`config.mk`:
```
export PLATFORM = sky130hd
export DESIGN_NAME = status_history_buffer
export DESIGN_NICKNAME = d
export VERILOG_FILES = /design/src/rtl/status_pkg.sv /design/src/rtl/history_ram.sv /design/src/rtl/status_history_buffer.sv
export SDC_FILE = /design/constraint.sdc
export NUM_CORES = 1
export LEC_CHECK = 0
export ABC_AREA = 1
export BUFFER_PORTS_ARGS = -buffer_cell sky130_fd_sc_hd__buf_2
export CAP_MARGIN = 20
export CORE_MARGIN = 3
export CORE_UTILIZATION = 60
export CTS_CLUSTER_SIZE = 14
export DETAILED_ROUTE_END_ITERATION = 10
export PLACE_DENSITY_LB_ADDON = 0.08
export SKIP_CTS_REPAIR_TIMING = 1
export SLEW_MARGIN = 10
export SYNTH_ARGS = -nofsm -noshare
export SYNTH_HDL_FRONTEND = slang
export SYNTH_SLANG_ARGS = --single-unit
```
`constraint.sdc`:
```
create_clock -name clk -period 8.2 [get_ports clk]
set_input_delay 0 -clock clk [delete_from_list [all_inputs] [get_ports clk]]
set_output_delay 0 -clock clk [all_outputs]
set_load 0.01 [all_outputs]
```
`src/rtl/status_pkg.sv`:
```
// -----------------------------------------------------------------------------
// status_pkg
// Shared definitions for the status history buffer:
//   clog2          - ceiling log2, usable in parameter expressions
//   DEF_WIDTH      - default status word width
//   DEF_DEPTH      - default history depth (power of two)
//   status_word_t  - status word type at the default width
// -----------------------------------------------------------------------------
package status_pkg;

   localparam int DEF_WIDTH = 35;
   localparam int DEF_DEPTH = 8;

   typedef logic [DEF_WIDTH-1:0] status_word_t;

   function automatic int clog2(input int value);
      int result;
      result = 0;
      for (int i = 0; i < 32; i++) begin
         if ((1 << result) < value) result = result + 1;
      end
      return result;
   endfunction

endpackage

```
`src/rtl/history_ram.sv`:
```
// -----------------------------------------------------------------------------
// history_ram
// Simple dual-port WIDTH x DEPTH storage array.
// Ports:
//   clk    in            - clock
//   we     in            - write enable
//   waddr  in  [AW-1:0]  - write address
//   wdata  in  [WIDTH-1:0] - write data
//   re     in            - read enable
//   raddr  in  [AW-1:0]  - read address
//   rdata  out [WIDTH-1:0] - registered read data, held while re is low
// A read and a write to the same address in one cycle returns the old word.
// -----------------------------------------------------------------------------
module history_ram #(
   parameter int WIDTH = 35,
   parameter int DEPTH = 8,
   parameter int AW    = 3
) (
   input  logic             clk,
   input  logic             we,
   input  logic [AW-1:0]    waddr,
   input  logic [WIDTH-1:0] wdata,
   input  logic             re,
   input  logic [AW-1:0]    raddr,
   output logic [WIDTH-1:0] rdata
);

   logic [WIDTH-1:0] mem [DEPTH];

   // NOTE: the array and its read register carry no reset so they map onto
   // plain RAM; the top level masks rdata until a real pop has happened.
   always_ff @(posedge clk) begin
      if (we) mem[waddr] <= wdata;
      if (re) rdata <= mem[raddr];
   end

endmodule

```
`src/rtl/status_history_buffer.sv`:
```
// -----------------------------------------------------------------------------
// status_history_buffer
// Circular history of the last DEPTH controller status words, drained
// oldest-first through a pop port.
// Ports:
//   clk        in              - clock, rising edge
//   arst       in              - asynchronous active-high reset
//   clr        in              - synchronous clear (beats rden/wren)
//   wren       in              - write request
//   din        in  [WIDTH-1:0] - word to store
//   rden       in              - pop request for the oldest word
//   dout       out [WIDTH-1:0] - last popped word, held until the next pop
//   dout_valid out             - one-cycle pulse after an accepted pop
//   latest     out [WIDTH-1:0] - most recently accepted write
//   count      out [CW-1:0]    - stored words, 0..DEPTH
//   empty      out             - count == 0
//   full       out             - count == DEPTH
//   overflow   out             - sticky, set by a write while full without pop
// -----------------------------------------------------------------------------
module status_history_buffer
   import status_pkg::*;
#(
   parameter int WIDTH     = DEF_WIDTH,
   parameter int DEPTH     = DEF_DEPTH,
   parameter bit OVERWRITE = 1'b1,
   parameter int CW        = clog2(DEPTH) + 1
) (
   input  logic             clk,
   input  logic             arst,
   input  logic             clr,
   input  logic             wren,
   input  logic [WIDTH-1:0] din,
   input  logic             rden,
   output logic [WIDTH-1:0] dout,
   output logic             dout_valid,
   output logic [WIDTH-1:0] latest,
   output logic [CW-1:0]    count,
   output logic             empty,
   output logic             full,
   output logic             overflow
);

   localparam int AW = clog2(DEPTH);

   logic [AW-1:0]    wptr;
   logic [AW-1:0]    rptr;
   logic             dout_live;   // a pop has happened since reset/clear
   logic [WIDTH-1:0] ram_q;

   logic pop;
   logic wr_ok;
   logic wr_over;   // accepted write that displaces the oldest word

   assign empty = (count == '0);
   assign full  = (count == CW'(DEPTH));

   // A pop and a write while full cancel out, so the write is always
   // accepted in that case, even in drop mode.
   assign pop     = rden && !empty && !clr;
   assign wr_ok   = wren && !clr && (!full || pop || OVERWRITE);
   assign wr_over = wr_ok && full && !pop;

   history_ram #(
      .WIDTH (WIDTH),
      .DEPTH (DEPTH),
      .AW    (AW)
   ) u_ram (
      .clk   (clk),
      .we    (wr_ok),
      .waddr (wptr),
      .wdata (din),
      .re    (pop),
      .raddr (rptr),
      .rdata (ram_q)
   );

   // The unreset RAM register is hidden until it holds a popped word.
   assign dout = dout_live ? ram_q : '0;

   // NOTE: every register here uses non-blocking assignment so all state
   // updates see the pre-edge values of pointers, count and flags.
   always_ff @(posedge clk or posedge arst) begin
      if (arst) begin
         wptr       <= '0;
         rptr       <= '0;
         count      <= '0;
         latest     <= '0;
         dout_valid <= 1'b0;
         dout_live  <= 1'b0;
         overflow   <= 1'b0;
      end else if (clr) begin
         wptr       <= '0;
         rptr       <= '0;
         count      <= '0;
         latest     <= '0;
         dout_valid <= 1'b0;
         dout_live  <= 1'b0;
         overflow   <= 1'b0;
      end else begin
         dout_valid <= pop;
         if (pop) dout_live <= 1'b1;

         if (wr_ok) begin
            wptr   <= wptr + AW'(1);
            latest <= din;
         end

         // Overwrite while full drags the read pointer along with wptr.
         if (pop || wr_over) rptr <= rptr + AW'(1);

         if (wr_ok && !pop && !full)  count <= count + CW'(1);
         else if (pop && !wr_ok)      count <= count - CW'(1);

         if (wren && full && !pop) overflow <= 1'b1;
      end
   end

endmodule

```
**Word level (Yosys, flattened, before mapping)**

Memory sizes are Yosys's and may differ from the RTL's. A register that Yosys moved wholly into a read port is not among the register bits.
Index checks and enable logic that the tools add are counted.

- Logic and storage cells: 52
- Memories kept: 1
- Bits in registers: 48
- Output and inout bits: 78
- Memory bits (writable): 280
- Input port bits: 40

Memory list:

| name | words | width | rd ports | clocked after memory_dff | wr ports | RTL line | RTL |
|---|---|---|---|---|---|---|---|
| u_ram.mem | 8 | 35 | 1 | 1 | 1 | history_ram.sv:28 | `logic [WIDTH-1:0] mem [DEPTH];` |

- Eq/ne operators: 1
- $add $sub $neg: 4
- Reduce and logical (&&, ||, !) cells: 22
- Multiplexer cells: 17

Operators by type and width:

| kind | number |
|---|---|
| $mux 35 | 3 |
| $mux 3 | 4 |
| $mux 4 | 3 |
| $logic_and 1x1->1 | 10 |
| $reduce_bool 2->1 | 4 |
| $mux 1 | 7 |
| $add 3x1->3 const B | 2 |
| $logic_not 1->1 | 5 |
| $add 4x1->4 const B | 1 |
| $eq 4x4->1 const B | 1 |
| $logic_not 4->1 | 1 |
| $sub 4x1->4 const B | 1 |
| $reduce_bool 3->1 | 1 |
| $logic_or 1x1->1 | 1 |

**Logic depth before layout (Yosys ltp)**

- Depth in word-level cells: 9
- Mapped depth: 13
- Mapped depth without buffers: 13

**Cells and area by module**

Synthesis repeated with hierarchy kept, for this count alone.

- Cells, all modules: 1508
- Area total of the unflattened synthesis: 16479.6 um2

By module, submodules not included:

| module | area an instance (um2) | times used | sequential area each (um2) | cells an instance |
|---|---|---|---|---|
| history_ram | 14156.1 | 1 | 9459.1 | 1263 |
| status_history_buffer | 2323.5 | 1 | 1201.2 | 245 |

**Worst setup path before layout**

Ideal clock, no wire load.

- Path type: register -> register
- Start: reg count[3]
- End: reg u_ram.rdata[0] (read register of u_ram.mem) (enable)
- Period minus slack after synthesis: 2.665 ns
- Data required time: 7.772 ns
- Data arrival time: 2.237 ns
- Cell stages (with the launch flop): 5
- Path buffers: 0
- Path slack: 5.535 ns
- Library setup time: 0.428 ns
- Cell sequence: dfrtp_1 -> nor2_1 -> nand2_1 -> nand2_2 -> nor2_1

- Cells in the longest elaborated chain, start to end: 4

RTL lines:

| item | RTL line | RTL |
|---|---|---|
| start, declared | status_history_buffer.sv:37 | `output logic [CW-1:0] count,` |
| start signal, assigned | status_history_buffer.sv:111 | `if (wr_ok && !pop && !full) count <= count + CW'(1);` |
| start signal, assigned | status_history_buffer.sv:112 | `else if (pop && !wr_ok) count <= count - CW'(1);` |
| $logic_not 4->1 | status_history_buffer.sv:54 | `assign empty = (count == '0);` |
| $logic_not 1->1 | status_history_buffer.sv:59 | `assign pop = rden && !empty && !clr;` |
| $logic_and 1x1->1 (2 in a row) | status_history_buffer.sv:59 |  |
| via pop | status_history_buffer.sv:50 | `logic pop;` |
| end, declared | history_ram.sv:25 | `output logic [WIDTH-1:0] rdata` |

The timed path passes the listed nets, and every way through them passes these cells.
A chain may end at the register's enable or synchronous reset.

**Worst setup path after layout**

- Start: in wren
- End: reg count[3]

- Cells in the longest elaborated chain, start to end: 5
- Elaborated cells between the ends (all ways): 8
- Those cells by class: mux: 2; reduce/logical: 6

RTL lines:

| item | RTL line | RTL |
|---|---|---|
| start, declared | status_history_buffer.sv:31 | `input logic wren,` |
| $logic_and 1x1->1 * | status_history_buffer.sv:60 | `assign wr_ok = wren && !clr && (!full \|\| pop \|\| OVERWRITE);` |
| $logic_and 1x1->1 (2 in a row) | status_history_buffer.sv:111 |  |
| $mux 4 | status_history_buffer.sv:111 |  |
| $mux 4 | status_history_buffer.sv:91 | `end else if (clr) begin` |

Every way passes the cells marked *; elsewhere a longest branch is shown, timed or not.

==> metrics <==
status=complete, no violations; CP arrival=3.11 ns; slowest stage cell, crit path=dlygate4sd3_1; Antenna Nets Post-Route=0; Critical Path Fanout Max=38; worst min-delay path class=input port to async pin; Period minus WS final=roughly 2.7 ns; Max Slew Vio Count=0; Power Density=about 290 nW/um2; register area share after synthesis=around three quarters; Worst path max stage delay=around 0.54 ns; Clock H-tree levels=2; Max transition margin=approximately a third; Min Hold Slack=between 0.2 and 0.25 ns; initial core utilization=62.3%; Max-cap violations=0; Gate power share=approximately a fifth; Net Sw Frac=30.5%; core region area=approximately 23000 um2; Final Setup Violations=0; final hold violations=0; gr ovfl total=0; share of cells above drive strength 1=18.8%; largest net degree at the start of global routing=78; Worst Setup End Kind=flop; Crit Path Class=input port to flop; most used cell, CP=nand2_1; total CTS buffers=37; PortBufs=117; post-layout util=72.8%; leak pwr=about 6.6 nW; chip height=roughly 160 um; cell row count=55; die width=161 um; Mean Syn Cell Area=~12 um2; Pint=roughly 3.4 mW; Max VDD drop=around 0.18 mV; YS warnings=0; crit-path cells=dlygate4sd3_1, buf_2, inv_2, nor2_4, buf_4, nand3_2, ha_1, nand3_1, nand3_1, nand2_1, nand2_1, nand2_1, nand2_1, nand2_1, nand2_1; CTS tree=yes; total wire length=32.8 mm; Routed wire per std cell=20.0 um; Die Area=25800 um2; clock share of power=roughly 33%; post-route setup TNS=0 ns; FMAX=371 MHz; Net Sw Power=between 1 and 1.5 mW; DR pass1 iterations=5; Mapped Area=approximately 14000 um2; CTS Buffer Depth=3; vias=approximately 9500; ratio of final minimum period to clock period=between 30% and 40%; clk_lat worst skew=roughly 0.52 ns; unrepaired setup endpoints after global routing=false; most common cell after layout, fill and taps aside=edfxtp_1; flops & latches, synth=363; antenna violations before repair=0; worst-margin pin slew=0.993 ns; synth unique cells=26; global placement routability congestion=a little over 0.8; area delta synth->final=16.8%; WP data required=8.61 ns; DRC=0; Vias/cell=between 5 and 6; Clock Skew=around 0.016 ns; Mapped Cells=between 1000 and 1500; clk root buf=clkbuf_16; n_diodes=0; Total GRT Usage=~25%; 1st-iter DRT viols=1120; Sequential Power Share=between 40% and 50%; # clock sinks=around 360; Worst setup SP type=input port; vias in the first global route=9159; Clock Pin Slew Worst Setup and Hold Paths=roughly 0.07 ns; R2R setup slack=about 5.6 ns; first-pass GRT wire length=between 50 and 60 mm; IO Count=118; Post-Syn Nets=1201; most frequent cells in the layout=edfxtp_1, nand2_1, o21ai_0; Final nets=roughly 1300; post-DP HPWL=~18 mm
## flip-flops by register name (all words and copies together) (netlist names)
signal       flops
latest          35
count            4
u_ram.mem      280
dout_valid       1
wptr             3
rptr             3
u_ram.rdata     35
dout_live        1
overflow         1
## kinds of logic after synthesis
kind of cell,synth area share [%]
AO/OA/AOI/OAI,8.38
XOR/XNOR,0.122
adder cells (fa/ha/maj),0.488
buffers and inverters,4.08
flip-flops,74.2
AND/OR/NAND/NOR,12.7
## area by class of cell
class                           instances  area (um2)
Sequential cell                       363       10700
Fill cell                            1548        6270
Multi-Input combinational cell        673        3190
Timing Repair Buffer                  172        1180
Clock buffer                           52        1050
Tap cell                              313         392
Inverter                               53         204
Clock inverter                         16        88.8
## power by group through the flow
stage	logic [mW]	clock network (mW)	registers, mW
final	1.03	1.58	2.25
after detailed placement	1.01	0	2.29
after floorplan	0.789	0	2.22
after global routing	1.17	1.66	2.26
after CTS	1.02	1.59	2.25
after global placement	0.977	0	2.29
## routing by layer
metal,global-route usage [%],vias to the layer above,routed length (um)
met2,40.3,385,16100
li1,-,4354,-
met1,34.5,4685,13900
met3,4.59,55,2140
met5,0,-,0
met4,8.33,0,641
## metrics by stage
step,std cells,setup WS (ns),area (um2),total power [mW]
CTS,1602,5.65,16400,4.86
floorplan,1156,5.53,14400,3.01
global route,1642,5.32,16800,5.10
finish,1642,5.51,16800,4.87
global placement,1529,5.68,15100,3.27
detailed placement,1534,5.58,15200,3.30
## path summary, 6_finish.rpt
path                       startpoint  depth (start not counted)               end
setup / recovery                 wren                         15          count[3]
hold / removal                   arst                          4          count[2]
setup reg to reg              rptr[1]                          7   u_ram.rdata[10]
hold reg to reg             latest[9]                          2         latest[9]
max in group asynchronous        arst                          4           rptr[0]
min in group clk              din[29]                          2  u_ram.mem[1][29]
## critical path: cells and delay by family
kind / cells / cell delay [ns]
fa+ha+maj: 1 / 0.40
simple gates: 10 / 1.19
buf+inv: 4 / 1.49
## cells in the mapped netlist, drive strengths merged
cell type,number,area share (%)
a21oi,3,0.10
buf,33,1.8
clkbuf,34,0.89
dfrtp,48,8.4
edfxtp,315,66
fa,1,0.14
ha,4,0.35
inv,53,1.4
nand2,238,6.3
nand3,48,1.7
nand4,1,0.044
nor2,156,4.7
o21ai,150,5.2
o22ai,70,3.0
xnor2,1,0.061
xor2,1,0.061
(Power assumes the default switching activity.)
